## src/rtl/spi_mem_arbiter_if.sv

```systemverilog
// Request/response and SPI pin bundle for spi_mem_arbiter.
// master = requesters + pins side, slave = arbiter side.
interface spi_mem_arbiter_if;
  logic        fetch_req;
  logic [15:0] fetch_addr;
  logic [15:0] fetch_data;
  logic        fetch_ready;

  logic        data_req;
  logic        data_we;
  logic [15:0] data_addr;
  logic [15:0] data_wdata;
  logic [15:0] data_rdata;
  logic        data_ready;

  logic        spi_select;
  logic        spi_clk;
  logic        spi_mosi;
  logic        spi_miso;
  logic        busy;

  modport master (
    output fetch_req,
    output fetch_addr,
    input  fetch_data,
    input  fetch_ready,
    output data_req,
    output data_we,
    output data_addr,
    output data_wdata,
    input  data_rdata,
    input  data_ready,
    input  spi_select,
    input  spi_clk,
    input  spi_mosi,
    output spi_miso,
    input  busy
  );

  modport slave (
    input  fetch_req,
    input  fetch_addr,
    output fetch_data,
    output fetch_ready,
    input  data_req,
    input  data_we,
    input  data_addr,
    input  data_wdata,
    output data_rdata,
    output data_ready,
    output spi_select,
    output spi_clk,
    output spi_mosi,
    input  spi_miso,
    output busy
  );
endinterface

```

## src/rtl/spi_mem_arbiter.sv

```systemverilog
// Two-port arbiter in front of one SPI SRAM.
// Each grant runs a full 48-bit 16-bit-word read or write.
module spi_mem_arbiter #(
  parameter logic [7:0] CMD_READ  = 8'h03,
  parameter logic [7:0] CMD_WRITE = 8'h02
) (
  input logic             clk,
  input logic             rst_n,
  spi_mem_arbiter_if.slave bus
);

  typedef enum logic [1:0] {
    IDLE  = 2'd0,
    SHIFT = 2'd1,
    DONE  = 2'd2
  } state_t;

  state_t      state;
  state_t      state_nx;

  logic [47:0] sh;
  logic [14:0] rd;
  logic [15:0] rd_nx;
  logic [5:0]  bit_cnt;
  logic        phase;
  logic        win_data;
  logic        wr;
  logic        fair;
  logic [15:0] fetch_q;
  logic [15:0] rdata_q;

  logic        any_req;
  logic        pick_data;
  logic        accept;
  logic        bit_end;
  logic        last_bit;
  logic [7:0]  cmd;
  logic [15:0] addr_sel;
  logic [15:0] wd_sel;

  assign any_req  = bus.fetch_req | bus.data_req;
  assign accept   = (state == IDLE) && any_req;
  assign bit_end  = (state == SHIFT) && phase;
  assign last_bit = bit_end && (bit_cnt == 6'd47);
  assign rd_nx    = {rd, bus.spi_miso};

  // Winner select: data by default, fetch when it lost last contest.
  always_comb begin
    pick_data = 1'b0;
    unique case (1'b1)
      (bus.data_req && !bus.fetch_req): pick_data = 1'b1;
      (bus.data_req && bus.fetch_req):  pick_data = !fair;
      default:                          pick_data = 1'b0;
    endcase
  end

  // Shift-word fields for the winning request; fetch is read-only.
  always_comb begin
    cmd      = CMD_READ;
    addr_sel = bus.fetch_addr;
    wd_sel   = 16'h0000;
    if (pick_data) begin
      addr_sel = bus.data_addr;
      if (bus.data_we) begin
        cmd    = CMD_WRITE;
        wd_sel = bus.data_wdata;
      end
    end
  end

  // State register.
  always_ff @(posedge clk) begin
    if (!rst_n) begin
      state <= IDLE;
    end else begin
      state <= state_nx;
    end
  end

  // Next-state logic.
  always_comb begin
    state_nx = state;
    unique case (state)
      IDLE:    if (any_req) state_nx = SHIFT;
      SHIFT:   if (last_bit) state_nx = DONE;
      DONE:    state_nx = IDLE;
      default: state_nx = IDLE;
    endcase
  end

  // Transaction latch at accept and fairness bookkeeping.
  always_ff @(posedge clk) begin
    if (!rst_n) begin
      win_data <= 1'b0;
      wr       <= 1'b0;
      fair     <= 1'b0;
    end else if (accept) begin
      win_data <= pick_data;
      wr       <= pick_data && bus.data_we;
      if (bus.fetch_req) begin
        fair <= pick_data;
      end
    end
  end

  // Bit timing: two clk cycles per bit, low then high phase.
  always_ff @(posedge clk) begin
    if (!rst_n) begin
      bit_cnt <= 6'd0;
      phase   <= 1'b0;
    end else if (accept) begin
      bit_cnt <= 6'd0;
      phase   <= 1'b0;
    end else if (state == SHIFT) begin
      phase <= !phase;
      if (phase) begin
        bit_cnt <= bit_cnt + 6'd1;
      end
    end
  end

  // Shift out MSB first, sample MISO as the high phase ends.
  always_ff @(posedge clk) begin
    if (!rst_n) begin
      sh <= '0;
      rd <= '0;
    end else if (accept) begin
      sh <= {cmd, 8'h00, addr_sel, wd_sel};
      rd <= '0;
    end else if (bit_end) begin
      sh <= {sh[46:0], 1'b0};
      rd <= rd_nx[14:0];
    end
  end

  // Read data lands on the winner's port as DONE begins.
  always_ff @(posedge clk) begin
    if (!rst_n) begin
      fetch_q <= 16'h0000;
      rdata_q <= 16'h0000;
    end else if (last_bit && !wr) begin
      if (win_data) begin
        rdata_q <= rd_nx;
      end else begin
        fetch_q <= rd_nx;
      end
    end
  end

  // Pin and handshake outputs decoded from registered state.
  always_comb begin
    bus.spi_select  = (state == SHIFT);
    bus.spi_clk     = (state == SHIFT) && phase;
    bus.spi_mosi    = (state == SHIFT) && sh[47];
    bus.busy        = (state != IDLE);
    bus.fetch_ready = (state == DONE) && !win_data;
    bus.data_ready  = (state == DONE) && win_data;
    bus.fetch_data  = fetch_q;
    bus.data_rdata  = rdata_q;
  end

endmodule
```

## src/flat_wrapper.sv

```systemverilog
// flat-port wrapper written by rule: the top's interface ports become plain ports
module spi_mem_arbiter_flat 
#(
  parameter logic [7:0] CMD_READ  = 8'h03,
  parameter logic [7:0] CMD_WRITE = 8'h02
)
  (clk, rst_n, bus_fetch_req, bus_fetch_addr, bus_fetch_data, bus_fetch_ready, bus_data_req, bus_data_we, bus_data_addr, bus_data_wdata, bus_data_rdata, bus_data_ready, bus_spi_select, bus_spi_clk, bus_spi_mosi, bus_spi_miso, bus_busy);
  spi_mem_arbiter_if bus_i ();
  input logic clk;
  input logic rst_n;
  input wire logic [$bits(bus_i.fetch_req)-1:0] bus_fetch_req;
  input wire logic [$bits(bus_i.fetch_addr)-1:0] bus_fetch_addr;
  output wire logic [$bits(bus_i.fetch_data)-1:0] bus_fetch_data;
  output wire logic [$bits(bus_i.fetch_ready)-1:0] bus_fetch_ready;
  input wire logic [$bits(bus_i.data_req)-1:0] bus_data_req;
  input wire logic [$bits(bus_i.data_we)-1:0] bus_data_we;
  input wire logic [$bits(bus_i.data_addr)-1:0] bus_data_addr;
  input wire logic [$bits(bus_i.data_wdata)-1:0] bus_data_wdata;
  output wire logic [$bits(bus_i.data_rdata)-1:0] bus_data_rdata;
  output wire logic [$bits(bus_i.data_ready)-1:0] bus_data_ready;
  output wire logic [$bits(bus_i.spi_select)-1:0] bus_spi_select;
  output wire logic [$bits(bus_i.spi_clk)-1:0] bus_spi_clk;
  output wire logic [$bits(bus_i.spi_mosi)-1:0] bus_spi_mosi;
  input wire logic [$bits(bus_i.spi_miso)-1:0] bus_spi_miso;
  output wire logic [$bits(bus_i.busy)-1:0] bus_busy;
  assign bus_i.fetch_req = bus_fetch_req;
  assign bus_i.fetch_addr = bus_fetch_addr;
  assign bus_fetch_data = bus_i.fetch_data;
  assign bus_fetch_ready = bus_i.fetch_ready;
  assign bus_i.data_req = bus_data_req;
  assign bus_i.data_we = bus_data_we;
  assign bus_i.data_addr = bus_data_addr;
  assign bus_i.data_wdata = bus_data_wdata;
  assign bus_data_rdata = bus_i.data_rdata;
  assign bus_data_ready = bus_i.data_ready;
  assign bus_spi_select = bus_i.spi_select;
  assign bus_spi_clk = bus_i.spi_clk;
  assign bus_spi_mosi = bus_i.spi_mosi;
  assign bus_i.spi_miso = bus_spi_miso;
  assign bus_busy = bus_i.busy;
  spi_mem_arbiter #(.CMD_READ(CMD_READ), .CMD_WRITE(CMD_WRITE)) u_core (.clk(clk), .rst_n(rst_n), .bus(bus_i));
endmodule
```

## config.mk

```make
export PLATFORM = sky130hd
export DESIGN_NAME = spi_mem_arbiter_flat
export DESIGN_NICKNAME = d
export VERILOG_FILES = /design/src/rtl/spi_mem_arbiter_if.sv /design/src/rtl/spi_mem_arbiter.sv /design/src/flat_wrapper.sv
export SDC_FILE = /design/constraint.sdc
export NUM_CORES = 1
export LEC_CHECK = 0
export BUFFER_PORTS_ARGS = -buffer_cell sky130_fd_sc_hd__buf_2
export CORE_MARGIN = 2
export CORE_UTILIZATION = 35
export DETAILED_ROUTE_END_ITERATION = 16
export GPL_TIMING_DRIVEN = 0
export PLACE_DENSITY_LB_ADDON = 0.15
export SKIP_LAST_GASP = 1
export SYNTH_ARGS = -nofsm -noshare
export SYNTH_HDL_FRONTEND = slang
export SYNTH_SLANG_ARGS = --single-unit
```

## constraint.sdc

```tcl
create_clock -name clk -period 2.5 [get_ports clk]
set_clock_uncertainty 0.1 [all_clocks]
set_input_delay 0.125 -clock clk [delete_from_list [all_inputs] [get_ports clk]]
set_output_delay 0.125 -clock clk [all_outputs]
set_load 0.1 [all_outputs]
```

# Word level (Yosys, flattened, before mapping)
# Cells that the tools add are included.
# word_totals
reg_bits,107
inputBits,54
output_inout_bits,38
wordCells,55
# op_classes
n_addsub,1
n_eq_ne,5
muxes,11
bitwise_logic,3
reduce_logical,24
# ops
cell,n
$mux 48,2
$mux 16,3
$logic_and 1x1->1,10
$reduce_and 2->1,5
$mux 8,1
$add 6x1->6 const B,1
$eq 6x6->1 const B,1
$logic_not 1->1,5
$mux 2,2
$ne 2x1->1 const B,2
$pmux 2 s2,1
$reduce_bool 2->1,2
$eq 2x1->1 const B,1
$eq 2x2->1 const B,1
$logic_not 2->1,1
$not 1->1,2
$pmux 1 s2,1
$reduce_or 2->1,1
$mux 1,1
$or 1x1->1,1

# Depth between registers and ports, before layout
# Gate-level depths: netlist (run 1).
# logic_depth
depth_word,5
ltp_mapped,7
depth_no_buf,5

# Least setup slack after synthesis (run 1)
# No wires, ideal clock.
# synth_timing
kind,register to output
start,register u_core.state[0]
end,output port bus_spi_mosi
t_arrival_ns,2.848
t_required_ns,2.275
setup_slack_ns,-0.573
stages_incl_launch_ff,4
path_buffers,1
path_cell_list,dfxtp_1 -> buf_4 -> nor2b_1 -> and2_1
# synth_between
elab_chain_cells,2
# synth_lines
item,line,source
"start, declared",spi_mem_arbiter.sv:18,state_t state;
"start signal, assigned",spi_mem_arbiter.sv:76,state <= state_nx;
$eq 2x1->1,-,
net bus_spi_select,flat_wrapper.sv:21,output wire logic [$bits(bus_i.spi_select)-1:0] bus_spi_select;
$logic_and 1x1->1,spi_mem_arbiter.sv:154,bus.spi_mosi = (state == SHIFT) && sh[47];
"end, declared",flat_wrapper.sv:23,output wire logic [$bits(bus_i.spi_mosi)-1:0] bus_spi_mosi;
# The timed path passes the listed nets, and every way through them passes these cells.

# Worst setup path after layout (run 1)
# layout_timing
start,register u_core.state[1]
end,output port bus_spi_clk
# layout_between
elab_chain_cells,2
# layout_lines
item,line,source
$eq 2x1->1,spi_mem_arbiter.sv:153,bus.spi_clk = (state == SHIFT) && phase;
$logic_and 1x1->1,spi_mem_arbiter.sv:153,
"end, declared",flat_wrapper.sv:22,output wire logic [$bits(bus_i.spi_clk)-1:0] bus_spi_clk;
# No other way between the ends.

==> results of run 1 <==
-- metal layers --
metal  up-vias  part of all wire (%)  GRT usage [%]
li1       2015                     -              -
met1      1819                    50           24.1
met4         0                   1.6           6.42
met2        75                    44           26.4
met5         -                     0              0
met3        13                   4.1           3.23
-- power by group through the flow --
| stage | combinational, uW | clock, uW | sequential [uW] |
|---|---|---|---|
| 2_1_floorplan | 215 | 0 | 1820 |
| 3_3_place_gp | 314 | 0 | 1830 |
| 3_5_place_dp | 319 | 0 | 1830 |
| 4_1_cts | 350 | 1370 | 1790 |
| 5_1_grt | 388 | 1460 | 1800 |
| 6_report | 347 | 1330 | 1790 |
-- synthesized netlist by cell type (3+ instances only) --
master	instances	area, sq um
o221ai_1	16	140
o21ai_0	52	260
and3_1	4	25.0
xnor2_1	3	26.3
mux2i_1	17	170
a31oi_1	15	93.8
o21ai_2	10	87.6
nor2b_1	4	25.0
a21boi_0	3	22.5
buf_2	6	30.0
buf_1	3	11.3
a21oi_1	33	165
clkbuf_1	28	105
nand2_1	114	428
xor2_1	3	26.3
dfxtp_1	107	2140
nand3_1	50	250
nor2_1	9	33.8
-- area by class of cell --
type	instances	area [sq um]	area share (%)
sequential	107	2140	39.5
clock buffer	9	225	4.15
multi-input combinational	353	1960	36.1
inverter	3	11.3	0.208
timing repair buffer	114	691	12.7
tap	147	184	3.39
clock inverter	6	50.0	0.922
buffer	39	165	3.04
-- per-stage QoR --
step | setup slack [ps] | instances | total power (uW) | hold WS (ps)
2_1_floorplan | 37.7 | 502 | 2040 | 161
3_3_place_gp | 358 | 739 | 2140 | 273
3_5_place_dp | 329 | 739 | 2150 | 285
4_1_cts | 187 | 778 | 3510 | 1.10
5_1_grt | 87.3 | 778 | 3640 | 15.2
6_report | 232 | 778 | 3470 | 0.985
-- state kept, by name, indices dropped and copies added (netlist names) --
name and cells:
u_core.sh 48, u_core.bus.data_rdata 16, u_core.bit_cnt 6, u_core.wr 1, u_core.phase 1, u_core.rd 15, u_core.fair 1, u_core.state 2
u_core.bus.fetch_data 16, u_core.win_data 1
-- logic make-up after synthesis --
logic type | count (synthesis) | share of synthesized area (%)
compound gates | 135 | 19.2
xor+xnor | 6 | 1.23
fa+ha+maj | 1 | 0.293
buf+inv | 42 | 4.14
flops | 107 | 50.2
mux | 17 | 3.99
simple gates | 194 | 21.0
-- path summary, 6_finish.rpt --
kind | startpoint | end | slack, ps | cells after the start
setup / recovery | u_core.state[1]$_SDFFE_PN0P_ | bus_spi_clk | 230 | 4
hold reg to reg | u_core.sh[36]$_SDFFE_PP0N_ | u_core.sh[37]$_SDFFE_PP0N_ | 350 | 2
hold / removal | bus_data_addr[9] | u_core.sh[25]$_SDFFE_PN0P_ | 1 | 3
setup reg to reg | u_core.fair$_SDFFE_PN0P_ | u_core.sh[26]$_SDFFE_PN0P_ | 260 | 6
-- repair_timing --
action | in CTS | in global routing
hold buffers | 24 | 0
endpoints found under the hold margin | 24 | 0
setup buffers | 0 | 0
-- worst min-delay path: cells and delay by family --
family / cells / cell delay, ps
AO/OA/AOI/OAI: 1 / 150
buffers and inverters: 1 / 80
multiplexers: 1 / 60
==> metrics, run 1 <==
status=finished clean; Final Instance Area=5430 sq um; Yosys warnings=0; #FFs+latches synth=107; Post-DP HPWL=7860 microns; grt total ovfl=0; Worst path max stage delay=520 ps; Synth Area per Inst=8.49 sq um; Post-synth EDFFs=0; Startpoint Class=flip-flop; sequential fraction of the synthesis area=50.2%; proportion of layout cells with a drive suffix above 1=20.6%; Pleak=0.00208 uW; wire per inst=14.0 microns; CTS tree=done; Fill cells=1183; Layout area overhead=27.3%; crit path DAT=2040 ps; Core Rows=40; Final period util=90.7%; crit-path cells=nand3b_4 > clkinv_1 > clkbuf_1 > buf_2; chip width=114 microns; commonest non-fill, non-tap cell in the layout=nand2_1; most frequent cells in the layout=nand2_1, dfxtp_1, buf_2; Worst Path Required=2280 ps; CTS buffer count=9; core area=12000 sq um; # clock sinks=107; Fin. Hold Viols=0; post-route setup TNS=0 ps; P_sw=886 uW; GRT Total Usage=17.2%; worst skew pair latency=350 ps; mapped cell area=4260 sq um; Final Util=45.4%; max_cap viols=0; Max Slew Vio Count=0; sequential cell fraction of total power=51.6%; Final Setup Violations=0; global-route wire length before repair=17900 microns; syn nets=557; routability cong.=0.753; Final nets=682; drt first pass iters=4; CP Max Fanout=10; Final Critical Period=2270 ps; crit path kind=reg -> out; clock share of power=38.4%; RSZ-0062 raised after global routing=false; via count=3922; count of different cell masters after synthesis=40; initial core utilization=35.6%; first-iteration detailed-routing DRC count=224; critical path's top delay family=buffers and inverters; Switching Fraction=25.5%; Critical-path top delay cell=buf_2; Clock Tree Root=clkbuf_16; cells after synthesis=502; PwrDens=639 nW/um^2; largest net degree at the start of global routing=19; CTS resizes=0; Via density=5.04; H-tree depth=3; DP Area=4910 sq um; worst vdd ir=0.297 mV; endpoint class of the critical path=primary output; Comb power frac=10.0%; remaining antenna violation count=0; Post-Route WL=10900 microns; worst slew pin tran=630 ps; hold crit path type=in -> reg; cell-internal power=2580 uW; # DRC=0; clock slew seen by the registers of the worst setup and hold paths=70 ps; Port-buffer cells=90; asr flop ratio synth=0%; Buf/Inv on CP=3; die area=13100 sq um; I/O pins=92; Max-slew headroom=57.7%; die height=114 microns; initial antenna violation count=0; number of diodes=0; vias in the first global route=3659; Max Buffers Root-to-Sink=2; predominant post-synthesis flop cell=dfxtp_1; Achievable Freq=441 MHz
No activity file was read; power rests on OpenSTA's default activity.
==> run 2, diff against run 1 <==
ABC_AREA = 1   (was unset)
==> run 2 against run 1 <==
Effect of this change:
- critical path depth rose by 1
- clock-buffer cell count did not move
- routed wire length rose by 9.4%
- final cell count rose by 14%
- clock power rose by 30%
==> metrics, run 2 <==
status=finished clean; I/O pins=92; # clock sinks=107; Max Buffers Root-to-Sink=2; PwrDens=682 nW/um^2; predominant post-synthesis flop cell=dfxtp_1; Synth Area in XOR/XNOR=0%; count of different cell masters after synthesis=29; Place WS=587 ps; Startpoint Class=flip-flop; mapped cell area=4450 sq um; crit-path cells=buf_4 > clkinv_1 > clkbuf_1 > nor3_2 > buf_2; die height=117 microns; largest family of logic cells by synthesized area=simple AND/OR/NAND/NOR gates; RSZ-0062 raised after global routing=false; most frequent cells in the layout=nand2_1, buf_2, dfxtp_1; Pleak=0.00216 uW; crit path DAT=2070 ps; global-route wire length before repair=19400 microns; Final nets=766; Port-buffer cells=91; Final WS setup=210 ps; max_cap viols=0; worst slew pin tran=561 ps; CTS tree=done; P_sw=922 uW; Comb power frac=10.1%; Max Slew Vio Count=0; hold_buf cts=23; Achievable Freq=437 MHz; proportion of layout cells with a drive suffix above 1=22.5%; setup bufs post-CTS=0; Layout Cells excl Fill=888; Compound-Gate Fraction of Synth Area=21.1%; Worst path max stage delay=460 ps; commonest non-fill, non-tap cell in the layout=nand2_1; Fin. Hold Viols=0; multi-input logic area=1930 sq um; endpoint class of the critical path=primary output; Switching Fraction=23.6%; Max-slew headroom=62.6%; routability cong.=0.741; cell-internal power=2980 uW; Reg area=2140 sq um; initial core utilization=35.6%; Register-to-Register Path Depth=7; mux contribution to synthesized area=0%; Clock Tree Root=clkbuf_16; Reg with most FFs=u_core.sh; number of diodes=0; syn nets=641; Fill cells=1324; Post-Synth Adder-Cell Area=0.281%; Yosys warnings=0; Layout area overhead=28.7%; GRT Total Usage=18.2%; # DRC=0; chip width=117 microns; CP Max Fanout=10; Critical-path top delay cell=buf_2; synth top area cells=dfxtp_1, a21oi_1, nand2_1, o21ai_0, nand4_1; Synth top area share=48.1%; largest net degree at the start of global routing=18; Largest register FFs=48; Final Util=45.8%; wire per inst=13.4 microns; Core Rows=41; post-route setup TNS=0 ps; Synth Area per Inst=7.59 sq um; hold crit path type=in -> reg; cells after synthesis=586; #FFs+latches synth=107; Post-Route WL=11900 microns; drt first pass iters=4; die area=13600 sq um; worst hold margin=1.41 ps; initial antenna violation count=0; top cells by count, synth=nand2_1, dfxtp_1, a21oi_1; first-iteration detailed-routing DRC count=299; clock share of power=44.2%; worst skew pair latency=350 ps; hold path cells=3; worst vdd ir=0.494 mV; grt total ovfl=0; Post-synth EDFFs=0; placed cell count=849; Post-DP HPWL=8550 microns; via count=4323; vias in the first global route=4028; core area=12500 sq um; Worst Path Required=2280 ps; Final Setup Violations=0; Final Critical Period=2290 ps; sequential fraction of the synthesis area=48.1%; Final period util=91.6%; simple-gate area share of the yosys netlist=21.7%; clock slew seen by the registers of the worst setup and hold paths=70 ps; Via density=4.87; Synth area leader=dfxtp_1; H-tree depth=3; crit path kind=reg -> out; asr flop ratio synth=0%; CTS resizes=0; CTS buffer count=9; most common cell in the netlist=nand2_1; sequential cell fraction of total power=45.7%; remaining antenna violation count=0
## run 2: cells by family (layout without fill, tap and decap cells)
group / after synthesis / after routing
compound gates: 177 / 177
fa+ha+maj: 1 / 1
buf+inv: 93 / 223
flops: 107 / 107
simple gates: 208 / 208
## run 2: worst max-delay path, delay by kind of cell, from the launching register on
| family | cells | cell delay [ps] |
|---|---|---|
| simple gates | 1 | 160 |
| flops | 1 | 310 |
| buf+inv | 4 | 1230 |
## run 2: layer usage
layer / track usage [%] / up-vias / part of all wire, %
met2: 30.3 / 72 / 48
met3: 5.03 / 11 / 4.1
met5: 0 / - / 0
met4: 5.18 / 0 / 1.2
li1: - / 2209 / -
met1: 23.3 / 2031 / 47
## run 2: path summary, 6_finish.rpt
kind                                                     start                                     end  slack [ps]
worst min register to register      u_core.sh[31]$_SDFFE_PN0P_              u_core.sh[32]$_SDFFE_PP0N_         360
worst min-delay path                         bus_fetch_addr[9]              u_core.sh[25]$_SDFFE_PN0P_           1
worst max-delay path              u_core.win_data$_SDFFE_PN0P_                          bus_data_ready         210
worst max register to register  u_core.bit_cnt[0]$_SDFFE_PP0N_  u_core.bus.data_rdata[10]$_SDFFE_PN0P_         640
## run 2: area by class of cell
type | count | area share (%)
sequential | 107 | 37.4
multi-input combinational | 386 | 33.6
timing repair buffer | 114 | 12.0
clock buffer | 9 | 3.93
tap | 172 | 3.76
buffer | 41 | 3.45
inverter | 52 | 3.41
clock inverter | 7 | 2.45
## run 2: through the flow
stage          instance area [sq um]  total power [uW]
6_report                        5730              3910
2_1_floorplan                   4460              2070
5_1_grt                         5730              4060
3_5_place_dp                    5130              2190
3_3_place_gp                    5130              2190
4_1_cts                         5730              3940
## run 2: power groups by stage
stage                     Clock (uW)  Sequential (uW)  Combinational, uW
final                           1730             1790                395
after global routing            1820             1790                442
after CTS                       1760             1790                398
after detailed placement           0             1830                368
after global placement             0             1820                361
after floorplan                    0             1820                248
